## src/rtl/axi_rd_arbiter_pkg.sv

```systemverilog
// Shared constants and state encoding for the instruction/data AXI3 read arbiter.
package axi_rd_arbiter_pkg;

    localparam logic [3:0] ID_INST = 4'd0;
    localparam logic [3:0] ID_DATA = 4'd1;

    localparam logic [2:0] SIZE_B = 3'd0;
    localparam logic [2:0] SIZE_H = 3'd1;
    localparam logic [2:0] SIZE_W = 3'd2;

    typedef enum logic [1:0] {
        IDLE  = 2'd0,
        GNT_I = 2'd1,
        GNT_D = 2'd2
    } state_t;

endpackage

```

## src/rtl/axi_rd_arbiter_cnt.sv

```systemverilog
// Outstanding-read counter for one requester: saturating up/down with full and underflow flags.
module axi_out_cnt
    import axi_rd_arbiter_pkg::*;
#(
    parameter int MAX_OUT = 4,
    localparam int CW = $clog2(MAX_OUT + 1)
) (
    input  logic clk,
    input  logic rst,
    input  logic i_inc,
    input  logic i_dec,
    output logic o_full,
    output logic o_underflow
);

    logic [CW-1:0] r_cnt;
    logic          w_full;
    logic          w_empty;

    assign w_full      = (r_cnt == CW'(MAX_OUT));
    assign w_empty     = (r_cnt == '0);
    assign o_full      = w_full;
    assign o_underflow = i_dec && w_empty;

    // A simultaneous issue and completion cancel out.
    always_ff @(posedge clk or posedge rst) begin
        if (rst) begin
            r_cnt <= '0;
        end else if (i_inc && !i_dec && !w_full) begin
            r_cnt <= r_cnt + 1'b1;
        end else if (i_dec && !i_inc && !w_empty) begin
            r_cnt <= r_cnt - 1'b1;
        end
    end

endmodule

```

## src/rtl/axi_rd_arbiter.sv

```systemverilog
// Shares one AXI3 read master between instruction fetch (I) and memory stage (D).
// D has priority on AR, with a starvation guard for I; R beats are routed by RID.
module axi_rd_arbiter
    import axi_rd_arbiter_pkg::*;
#(
    parameter int ADDR_W     = 32,
    parameter int DATA_W     = 32,
    parameter int MAX_OUT    = 4,
    parameter int STARVE_LIM = 3
) (
    input  logic              clk,
    input  logic              rst,
    input  logic [ADDR_W-1:0] i_inst_araddr,
    input  logic [2:0]        i_inst_arsize,
    input  logic              i_inst_arvalid,
    output logic              o_inst_arready,
    output logic [DATA_W-1:0] o_inst_rdata,
    output logic              o_inst_rvalid,
    input  logic              i_inst_rready,
    input  logic [ADDR_W-1:0] i_data_araddr,
    input  logic [2:0]        i_data_arsize,
    input  logic              i_data_arvalid,
    output logic              o_data_arready,
    output logic [DATA_W-1:0] o_data_rdata,
    output logic              o_data_rvalid,
    input  logic              i_data_rready,
    output logic [3:0]        o_m_arid,
    output logic [ADDR_W-1:0] o_m_araddr,
    output logic [2:0]        o_m_arsize,
    output logic              o_m_arvalid,
    input  logic              i_m_arready,
    input  logic [3:0]        i_m_rid,
    input  logic [DATA_W-1:0] i_m_rdata,
    input  logic              i_m_rlast,
    input  logic              i_m_rvalid,
    output logic              o_m_rready,
    output logic              o_rid_err
);

    localparam int SW = $clog2(STARVE_LIM + 1);

    state_t            r_state;
    logic              r_arvalid;
    logic [3:0]        r_arid;
    logic [ADDR_W-1:0] r_araddr;
    logic [2:0]        r_arsize;
    logic [SW-1:0]     r_starve;
    logic              r_rid_err;

    logic w_full_i, w_full_d, w_unf_i, w_unf_d;
    logic w_i_ok, w_d_ok, w_starved;
    logic w_ar_hs, w_inc_i, w_inc_d;
    logic w_sel_i, w_sel_d, w_bad_rid, w_rlast_hs, w_dec_i, w_dec_d;

    assign w_i_ok    = i_inst_arvalid && !w_full_i;
    assign w_d_ok    = i_data_arvalid && !w_full_d;
    assign w_starved = (r_starve == SW'(STARVE_LIM)) && w_i_ok;

    assign w_ar_hs = r_arvalid && i_m_arready;
    assign w_inc_i = w_ar_hs && (r_state == GNT_I);
    assign w_inc_d = w_ar_hs && (r_state == GNT_D);

    assign o_inst_arready = (r_state == GNT_I) && i_m_arready;
    assign o_data_arready = (r_state == GNT_D) && i_m_arready;
    assign o_m_arvalid    = r_arvalid;
    assign o_m_arid       = r_arid;
    assign o_m_araddr     = r_araddr;
    assign o_m_arsize     = r_arsize;

    // Unknown RIDs are accepted and dropped so the slave never stalls on them.
    assign w_sel_i    = (i_m_rid == ID_INST);
    assign w_sel_d    = (i_m_rid == ID_DATA);
    assign w_bad_rid  = !w_sel_i && !w_sel_d;
    assign o_m_rready = w_sel_i ? i_inst_rready : (w_sel_d ? i_data_rready : 1'b1);
    assign o_inst_rvalid = i_m_rvalid && w_sel_i;
    assign o_data_rvalid = i_m_rvalid && w_sel_d;
    assign o_inst_rdata  = i_m_rdata;
    assign o_data_rdata  = i_m_rdata;

    assign w_rlast_hs = i_m_rvalid && o_m_rready && i_m_rlast;
    assign w_dec_i    = w_rlast_hs && w_sel_i;
    assign w_dec_d    = w_rlast_hs && w_sel_d;
    assign o_rid_err  = r_rid_err;

    axi_out_cnt #(.MAX_OUT(MAX_OUT)) u_cnt_i (
        .clk         (clk),
        .rst         (rst),
        .i_inc       (w_inc_i),
        .i_dec       (w_dec_i),
        .o_full      (w_full_i),
        .o_underflow (w_unf_i)
    );

    axi_out_cnt #(.MAX_OUT(MAX_OUT)) u_cnt_d (
        .clk         (clk),
        .rst         (rst),
        .i_inc       (w_inc_d),
        .i_dec       (w_dec_d),
        .o_full      (w_full_d),
        .o_underflow (w_unf_d)
    );

    always_ff @(posedge clk or posedge rst) begin
        if (rst) begin
            r_state   <= IDLE;
            r_arvalid <= 1'b0;
            r_arid    <= '0;
            r_araddr  <= '0;
            r_arsize  <= '0;
        end else begin
            case (r_state)
                IDLE: begin
                    if (w_d_ok && !w_starved) begin
                        r_state   <= GNT_D;
                        r_arvalid <= 1'b1;
                        r_arid    <= ID_DATA;
                        r_araddr  <= i_data_araddr;
                        r_arsize  <= i_data_arsize;
                    end else if (w_i_ok) begin
                        r_state   <= GNT_I;
                        r_arvalid <= 1'b1;
                        r_arid    <= ID_INST;
                        r_araddr  <= i_inst_araddr;
                        r_arsize  <= i_inst_arsize;
                    end
                end
                GNT_I, GNT_D: begin
                    if (i_m_arready) begin
                        r_state   <= IDLE;
                        r_arvalid <= 1'b0;
                    end
                end
                default: begin
                    r_state   <= IDLE;
                    r_arvalid <= 1'b0;
                end
            endcase
        end
    end

    // Counts D grants that I had to watch go by; an I grant resets it.
    always_ff @(posedge clk or posedge rst) begin
        if (rst) begin
            r_starve <= '0;
        end else if (w_inc_i) begin
            r_starve <= '0;
        end else if (w_inc_d && i_inst_arvalid && (r_starve != SW'(STARVE_LIM))) begin
            r_starve <= r_starve + 1'b1;
        end
    end

    always_ff @(posedge clk or posedge rst) begin
        if (rst) begin
            r_rid_err <= 1'b0;
        end else if ((i_m_rvalid && w_bad_rid) || w_unf_i || w_unf_d) begin
            r_rid_err <= 1'b1;
        end
    end

endmodule

```

## config.mk

```make
export PLATFORM = sky130hd
export DESIGN_NAME = axi_rd_arbiter
export DESIGN_NICKNAME = d
export VERILOG_FILES = /design/src/rtl/axi_rd_arbiter_pkg.sv /design/src/rtl/axi_rd_arbiter_cnt.sv /design/src/rtl/axi_rd_arbiter.sv
export SDC_FILE = /design/constraint.sdc
export NUM_CORES = 1
export LEC_CHECK = 0
export BUFFER_PORTS_ARGS = -buffer_cell sky130_fd_sc_hd__clkbuf_2
export CAP_MARGIN = 10
export CORE_ASPECT_RATIO = 1.2
export CORE_UTILIZATION = 34
export DETAILED_ROUTE_END_ITERATION = 8
export GPL_TIMING_DRIVEN = 0
export HOLD_SLACK_MARGIN = 0.12
export PLACE_DENSITY = 0.69
export REMOVE_ABC_BUFFERS = 1
export SYNTH_ARGS = -nofsm -noshare
export SYNTH_HDL_FRONTEND = slang
export SYNTH_SLANG_ARGS = --single-unit
```

## constraint.sdc

```tcl
create_clock -name clk -period 5.55 [get_ports clk]
set_input_delay 0.8325 -clock clk [delete_from_list [all_inputs] [get_ports clk]]
set_output_delay 0.8325 -clock clk [all_outputs]
set_load 0.02 [all_outputs]
```

# [After elaboration in Yosys (flattened, before gate mapping)]
# Cells that the tools add are included.
[classes] n_addsub=5 eq_ne=9 mux=22 reduce_logical=53
[ops] cell="$mux W32" n=2
[ops] cell="$logic_and A1 B1 Y1" n=29
[ops] cell="$mux W3" n=6
[ops] cell="$logic_not A1 Y1" n=11
[ops] cell="$mux W2" n=5
[ops] cell="$mux W4" n=2
[ops] cell="$reduce_bool A2 Y1" n=4
[ops] cell="$add A3 B1 Y3 const B" n=2
[ops] cell="$eq A3 B3 Y1 const B" n=2
[ops] cell="$logic_not A3 Y1" n=2
[ops] cell="$sub A3 B1 Y3 const B" n=2
[ops] cell="$mux W1" n=5
[ops] cell="$eq A2 B2 Y1 const B" n=2
[ops] cell="$eq A4 B1 Y1 const B" n=1
[ops] cell="$logic_not A4 Y1" n=1
[ops] cell="$ne A2 B2 Y1 const B" n=2
[ops] cell="$pmux W2 S2" n=1
[ops] cell="$reduce_and A2 Y1" n=2
[ops] cell="$ne A3 B3 Y1 const B" n=1
[ops] cell="$add A2 B1 Y2 const B" n=1
[ops] cell="$eq A2 B1 Y1 const B" n=1
[ops] cell="$logic_not A2 Y1" n=1
[ops] cell="$logic_or A1 B1 Y1" n=2
[ops] cell="$pmux W1 S2" n=1
[ops] cell="$reduce_or A2 Y1" n=1
[totals] reg_bits=51 in_bits=115 output_inout_bits=110 word_cells=98

# [Logic depth before layout (Yosys ltp)]
# Gate-level depths: netlist of the first run.
[logic_depth] word_depth=10 ltp_mapped=9 ltp_nobuf=9

# [Cells and area by module]
# From an unflattened synthesis of the first run, not the netlist that was laid out.
[hier_totals] hier_cells=412 area_unflattened_um2=4155.2
[modules_own_cells] mod="axi_rd_arbiter" n_inst=1 cells_each=368 area_per_inst_um2=3729.8 seq_area_each_um2=1051.0
[modules_own_cells] mod="axi_out_cnt" n_inst=2 cells_each=22 area_per_inst_um2=212.7 seq_area_each_um2=75.1

# [Least setup slack after synthesis of the first run]
# OpenSTA, ideal clock, no wires.
[synth_timing] path_type="input port to flip-flop" start="input port i_m_rid[1]" end="register u_cnt_i.r_cnt[1]" setup_ns=0.126 t_arrival_ns=2.345 setup_slack_ns=3.078 path_stages=7 n_path_buf=1 cell_sequence="or3_4 buf_6 o21ai_1 nand2b_1 fa_1 a21oi_1 a211oi_1"
[synth_via] elab_chain_len=10 word_cells_on_any_way=14
[synth_lines] element="start, declared" line="axi_rd_arbiter.sv:32" source="input logic [3:0] i_m_rid,"
[synth_lines] element="$eq A4 B1 Y1" line="axi_rd_arbiter.sv:72" source="assign w_sel_d = (i_m_rid == ID_DATA);"
[synth_lines] element="$mux W1 (2 in a row)" line="axi_rd_arbiter.sv:74" source="assign o_m_rready = w_sel_i ? i_inst_rready : (w_sel_d ? i_data_rready : 1'b1);"
[synth_lines] element="$logic_and A1 B1 Y1 (2 in a row)" line="axi_rd_arbiter.sv:80" source="assign w_rlast_hs = i_m_rvalid && o_m_rready && i_m_rlast;"
[synth_lines] element="$logic_and A1 B1 Y1 (*)" line="axi_rd_arbiter.sv:81" source="assign w_dec_i = w_rlast_hs && w_sel_i;"
[synth_lines] element="$logic_not A1 Y1" line="axi_rd_arbiter_cnt.sv:29" source="end else if (i_inc && !i_dec && !w_full) begin"
[synth_lines] element="$logic_and A1 B1 Y1 (2 in a row)" line="axi_rd_arbiter_cnt.sv:29"
[synth_lines] element="$mux W3 / $reduce_bool A2 Y1 (equally long branches)"
[synth_lines] element="end signal, assigned" line="axi_rd_arbiter_cnt.sv:30" source="r_cnt <= r_cnt + 1'b1;"
[synth_lines] element="end signal, assigned" line="axi_rd_arbiter_cnt.sv:32" source="r_cnt <= r_cnt - 1'b1;"
[synth_lines] element="end, declared" line="axi_rd_arbiter_cnt.sv:16" source="logic [CW-1:0] r_cnt;"
# Every way passes the cells marked *; elsewhere a longest branch is shown, timed or not.
# A chain may end at the register's enable or synchronous reset.

# [Worst setup path after layout of the first run]
[layout_timing] start="register u_cnt_d.r_cnt[0]" end="register r_state[0]"
[layout_via] elab_chain_len=6 word_cells_on_any_way=8
[layout_lines] element="start, declared" line="axi_rd_arbiter_cnt.sv:16"
[layout_lines] element="start signal, assigned" line="axi_rd_arbiter_cnt.sv:30"
[layout_lines] element="start signal, assigned" line="axi_rd_arbiter_cnt.sv:32"
[layout_lines] element="$eq A3 B3 Y1 (*)" line="axi_rd_arbiter_cnt.sv:20" source="assign w_full = (r_cnt == CW'(MAX_OUT));"
[layout_lines] element="$logic_not A1 Y1 (*)" line="axi_rd_arbiter.sv:56" source="assign w_d_ok = i_data_arvalid && !w_full_d;"
[layout_lines] element="$logic_and A1 B1 Y1 (*)" line="axi_rd_arbiter.sv:56"
[layout_lines] element="$logic_and A1 B1 Y1 (*)" line="axi_rd_arbiter.sv:113" source="if (w_d_ok && !w_starved) begin"
[layout_lines] element="$mux W2 / $ne A3 B3 Y1 (equally long branches)"
[layout_lines] element="$pmux W2 S2 / $reduce_and A2 Y1 (equally long branches)"
[layout_lines] element="end signal, assigned" line="axi_rd_arbiter.sv:114" source="r_state <= GNT_D;"
[layout_lines] element="end signal, assigned" line="axi_rd_arbiter.sv:120" source="r_state <= GNT_I;"
[layout_lines] element="end signal, assigned" line="axi_rd_arbiter.sv:129" source="r_state <= IDLE;"
[layout_lines] element="end, declared" line="axi_rd_arbiter.sv:42" source="state_t r_state;"
# Marked as above.

==> impl_metrics.toml, run 1 <==
[clock_tree]
htreeDepth = 2
cts_tree = "built"
cts_num_sinks = 48
cts_buffer_depth = 2
cts_buffers = 5
postCtsSetupRepairBufs = 0
cts_root_buffer = "clkbuf_8"
hold_buffers = 0
ctsResizeCount = 0
clk_latency_ns = 0.30
clkTransAtPathRegs_ns = 0.09

[sta]
fin_skew_ns = 0.00976
finalMaxSlewViolations = 0
finalCritPeriodShare_pct = 46.2
tightest_slew_ns = 1.17
relSlewSlack_pct = 22.1
setup_viol = 0
period_minus_slack_ns = 2.56
layout_setup_ws_ns = 2.99
timing.setup.tns_ns = 0
rsz0062_at_grt = "no"
hold_viol_final = 0
clock.fmax_mhz = 390

[setup_path]
reg2reg_to = "r_state[0]"
cp-end-kind = "flip-flop"
path_buf_inv = 0
max_stage_delay_ns = 1.00
path_max_fanout = 36
path_delay_family = "compound AO/OA/AOI/OAI gates"
cp-start-kind = "flip-flop"
reg2reg_slack_ns = 2.99
critPathSlowestCell = "a32oi_4"
reg2reg_from = "u_cnt_d.r_cnt[0]"
required_ns = 5.75
crit_path_cell_trace = "or3b_1 > a32oi_4 > nor2_1 > a22o_1"
critical_path_class = "reg2reg"
arrival_ns = 2.76
rr_worst_depth = 4

[synth]
synth_area_leaders = "dfrtp_1, buf_4, a21oi_1"
synth_top_flop_cell = "dfrtp_1"
synth.top_cell.area_share_pct = 39.1
ys_seq_elements = 48
synth_cells = 367
ys_types = 47
yosysWarnings = 0
yosysTopAreaCell = "dfrtp_1"
synth_area_per_cell_um2 = 8.37
async_flop_share_pct = 100
yosysSeqAreaShare_pct = 39.1
synth_edf_count = 0
syn-cell-area_um2 = 3070

[hold_path]
hold_class = "in2async"

[power]
p_per_area_nw_per_um2 = 569
irDropWorstVdd_v = 0.000255
leakagePower_nw = 1.69

[place]
place_ws_ns = 2.81
hpwlAfterDp_um = 7260
portBuffers = 125
gp_congestion = 0.808

[outcome]
outcome = "finished clean"

[global_routing]
grt.overflow.total = 0
grt_start_max_net_pins = 37
grt_pass1_wl_um = 14600
grt_use_total_pct = 20.8
grt_pass1_vias = 2730
antenna_found_initial = 0

[detailed_routing]
drcViolationCount = 0
routed_wl_um = 9580
drt_iter0_drc = 132
via_count = 2756
wire_per_inst_um = 17.8
viasPerCell = 5.11
antenna_left = 0
first_pass_iters = 4

[layout]
syn_to_final_growth_pct = 12.0
final_cell_mix = "clkbuf_2, a21oi_1, dfrtp_1"
layout_commonest_cell = "clkbuf_2"
fin_nets = 542
antennaDiodeCount = 0
post_route_cells_drive_above_1_share_pct = 34.8

[floorplanning]
core_area_um2 = 8660
placementRows = 37
dieHeight_um = 106
start_util_pct = 35.5
io_pins = 225
die_area_um2 = 9420
die_w_um = 88.8

[run]
max-cap-violations = 0
## state kept, by name (all words and copies together) (netlist names)
name	flops
o_m_araddr	32
o_m_arid	1
o_m_arsize	3
o_m_arvalid	1
o_rid_err	1
r_starve	2
r_state	2
u_cnt_d.r_cnt	3
u_cnt_i.r_cnt	3
## through the flow
| stage | instances | total power [mW] | hold slack, ns | instance area (um2) | utilization, % |
|---|---|---|---|---|---|
| global route | 539 | 2.13 | 0.550 | 3440 | 39.7 |
| global placement | 528 | 1.68 | 0.476 | 3260 | 37.7 |
| CTS | 538 | 1.96 | 0.517 | 3410 | 39.4 |
| detailed placement | 530 | 1.74 | 0.495 | 3320 | 38.3 |
| floorplan | 286 | 1.35 | 0.477 | 2490 | - |
| finish | 539 | 1.96 | 0.510 | 3440 | 39.7 |
## layer usage
layer  GRT usage, %  wire length (um)  vias to the layer above
li1               -                 -                     1276
met1           24.8              3860                     1278
met2           29.5              4060                      188
met3           14.2              1500                       12
met4           5.18                90                        2
met5           10.3                61                        -
## worst reg2reg max path: cells and delay by family, from the launching register on
family | cells | cell delay, ns
compound gates | 2 | 1.27
flops | 1 | 0.46
simple gates | 2 | 0.73
## logic make-up after synthesis
family                     synth area share (%)
and+or+nand+nor                            17.2
AOI/OAI and AO/OA                          19.7
buffers and inverters                      20.0
DFF                                        39.1
adders and majority gates                  2.93
muxes                                     0.652
other                                     0.122
xor gates and xnor gates                  0.285
## where the power goes
group	leakage [nW]	internal [mW]	switching, mW
combinational	1.08	0.398	0.692
clock	0.0510	0.0997	0.119
sequential	0.555	0.524	0.122
total	1.69	1.02	0.934
## area by class of cell
cell class | instances | area, um2
sequential | 48 | 1200
fill | 903 | 5220
timing repair buffer | 128 | 701
multi-input combinational | 231 | 1270
clock inverter | 2 | 10.0
inverter | 7 | 26.3
tap | 117 | 146
clock buffer | 6 | 82.6
## Yosys cell counts (all sizes together), types with 2 or more instances
master  instances
and3            5
and2            3
nand3           5
fa              2
a211oi          2
nand2          40
or3b            2
mux2i           2
dfrtp          48
inv             7
nor3            2
o21ai           9
or3             4
a21o            4
nor2           43
nand3b          2
buf            77
a21oi          79
ha              4
nor3b           2
clkbuf          6
## worst max path at each step
stage | startpoint | end | slack [ns] | depth (start not counted)
after global placement | i_inst_arvalid | o_m_araddr[31] | 2.81 | 5
after CTS | u_cnt_d.r_cnt[0] | r_state[0] | 2.96 | 4
after floorplan | i_m_arready | u_cnt_i.r_cnt[2] | 3.14 | 6
final | u_cnt_d.r_cnt[0] | r_state[0] | 2.99 | 4
after global routing | u_cnt_d.r_cnt[0] | r_state[0] | 2.81 | 4
after detailed placement | i_m_arready | u_cnt_i.r_cnt[2] | 2.81 | 7
Power figures use the tool's default switching activity.
==> run 2: changes to the inputs <==
Settings changed: ABC_AREA set to 1, PLACE_DENSITY 0.69 to 0.71.
Clock period 5.55 ns to 2.1 ns, I/O delays scaled along.
==> impl_metrics.toml, run 2 <==
[outcome]
outcome = "finished clean"

[setup_path]
path_buf_inv = 2
reg2reg_from = "r_state[0]"
startpoint = "r_state[0]"
rr_worst_depth = 11
path_max_fanout = 5
reg2reg_slack_ns = 0.18
cp_common_cell = "nand2_1"
cp-start-kind = "flip-flop"
crit_path_cell_trace = "inv_1 > ha_1 > nand2_1 > inv_1 > nand2_1 > nor2_1 > nand2_2 > fa_1 > o21bai_1 > nand3_1 > nand2_1"
cp-end-kind = "flip-flop"
max_stage_delay_ns = 0.40
arrival_ns = 2.12
reg2reg_to = "u_cnt_d.r_cnt[2]"
critical_path_class = "reg2reg"
path_depth = 11
required_ns = 2.30
path_delay_family = "simple AND/OR/NAND/NOR gates"
critPathSlowestCell = "dfrtp_1"

[global_routing]
grt_pass1_wl_um = 14800
grt_start_max_net_pins = 40
grt_pass1_vias = 2754
antenna_found_initial = 0
grt.overflow.total = 0
grt_use_total_pct = 19.9

[sta]
finalMaxSlewViolations = 0
fin_skew_ns = 0.00506
setup_viol = 0
hold_viol_final = 0
clock.fmax_mhz = 521
relSlewSlack_pct = 59.5
period_minus_slack_ns = 1.92
hold_slack_ns = 0.288
finalCritPeriodShare_pct = 91.4
tightest_slew_ns = 0.607

[detailed_routing]
viasPerCell = 4.59
first_pass_iters = 4
antenna_left = 0
via_count = 2926
drcViolationCount = 0
routed_wl_um = 9740
drt_iter0_drc = 89
wire_per_inst_um = 15.3

[place]
portBuffers = 125
gp_congestion = 0.786
dpl-instance-area_um2 = 3430
hpwlAfterDp_um = 7500

[power]
power_mw = 4.77
p_per_area_nw_per_um2 = 1340
irDropWorstVdd_v = 0.000546
leakagePower_nw = 2.19

[clock_tree]
clkTransAtPathRegs_ns = 0.09
cts_buffers = 5
cts_buffer_depth = 2
cts_tree = "built"
cts_num_sinks = 48
clk_latency_ns = 0.30
htreeDepth = 2
cts_root_buffer = "clkbuf_8"

[floorplanning]
dieHeight_um = 108
core_area_um2 = 9080
placementRows = 38
die_w_um = 90.6
io_pins = 225
start_util_pct = 35.3
die_area_um2 = 9810

[layout]
syn_to_final_growth_pct = 11.2
largest_register_ffs = 32
final_cell_mix = "nand2_1, clkbuf_2, dfrtp_1"
post_route_cells_drive_above_1_share_pct = 29.2
antennaDiodeCount = 0
fin_nets = 639
postLayoutCellArea_um2 = 3560
layout_commonest_cell = "nand2_1"

[run]
max-cap-violations = 0

[synth]
ys_seq_elements = 48
synth_top_flop_cell = "dfrtp_1"
yosysSeqAreaShare_pct = 37.5
synth_area_leaders = "dfrtp_1, nand2_1, buf_4"
ys_types = 27
synth_edf_count = 0
synth.top_cell.area_share_pct = 37.5
synth_cells = 458
yosysWarnings = 0
async_flop_share_pct = 100
synthTopCellsByCount = "nand2_1, buf_4, dfrtp_1"
synth.most_common_cell = "nand2_1"
synth_area_per_cell_um2 = 6.99
syn-cell-area_um2 = 3200
yosysTopAreaCell = "dfrtp_1"

[hold_path]
hold_path.startpoint = "i_data_araddr[6]"
hold_path_depth = 5
hold_end = "o_m_araddr[6]"
hold_class = "in2reg"
[run 2: area by class of cell]
type                            instances  area [um2]
Fill cell                            1001        5520
Sequential cell                        48        1200
Multi-Input combinational cell        308        1320
Inverter                               24        97.6
Timing Repair Buffer                  131         713
Clock inverter                          1        5.00
Tap cell                              120         150
Clock buffer                            6        72.6
[run 2: worst max path at each step]
stage | endpoint | slack (ns)
6_report | u_cnt_d.r_cnt[2] | 0.18
5_1_grt | u_cnt_d.r_cnt[2] | -0.04
4_1_cts | o_m_araddr[0] | 0.07
3_5_place_dp | o_m_araddr[0] | -0.17
3_3_place_gp | o_m_araddr[28] | -1.05
2_1_floorplan | r_state[0] | -0.14
[run 2: cells by family (layout without fill, tap and decap cells)]
group | after synthesis | after routing | share of synthesized area (%)
AOI/OAI and AO/OA | 9 | 9 | 1.80
adders and majority gates | 6 | 6 | 2.81
buffers and inverters | 105 | 162 | 22.3
DFF | 48 | 48 | 37.5
other | 1 | 3 | 0.117
and+or+nand+nor | 289 | 290 | 35.5
[run 2: metal layers]
metal  part of all wire (%)  global-route usage (%)
met4                    1.7                    4.84
met1                     39                    20.7
met2                     40                    29.5
met5                    1.5                    12.5
met3                     18                    16.2
[run 2: worst register-to-register path: stages, from the launching register on]
cell and delay, ns:
dfrtp_1 0.40, inv_1 0.09, ha_1 0.14, nand2_1 0.05
inv_1 0.06, nand2_1 0.10, nor2_1 0.16, nand2_2 0.11
fa_1 0.39, o21bai_1 0.18, nand3_1 0.08, nand2_1 0.05
[run 2: through the flow]
step                util [%]  TNS [ns]  std cells  setup slack [ns]
finish                  39.2         0        638             0.181
global placement        37.1    -39.41        624             -1.05
detailed placement      37.8     -4.86        626            -0.172
global route            39.2   -0.0410        638           -0.0410
floorplan                  -     -5.08        379            -0.144
CTS                     38.8         0        634            0.0693
[run 2: repair_timing]
action,4_1_cts,5_1_grt
endpoints found under the setup margin,37,40
gates resized for setup,2,4
gates cloned,0,1
pin swaps,0,2
setup buffers,0,3
hold endpoints to repair,25,0
hold buffers,1,0
[run 2: power by group]
| part | switching [mW] | leakage, nW | internal (mW) | total (mW) |
|---|---|---|---|---|
| combinational | 1.71 | 1.56 | 0.885 | 2.60 |
| sequential | 0.284 | 0.595 | 1.36 | 1.64 |
| clock | 0.298 | 0.0410 | 0.227 | 0.525 |
| total | 2.29 | 2.19 | 2.47 | 4.77 |
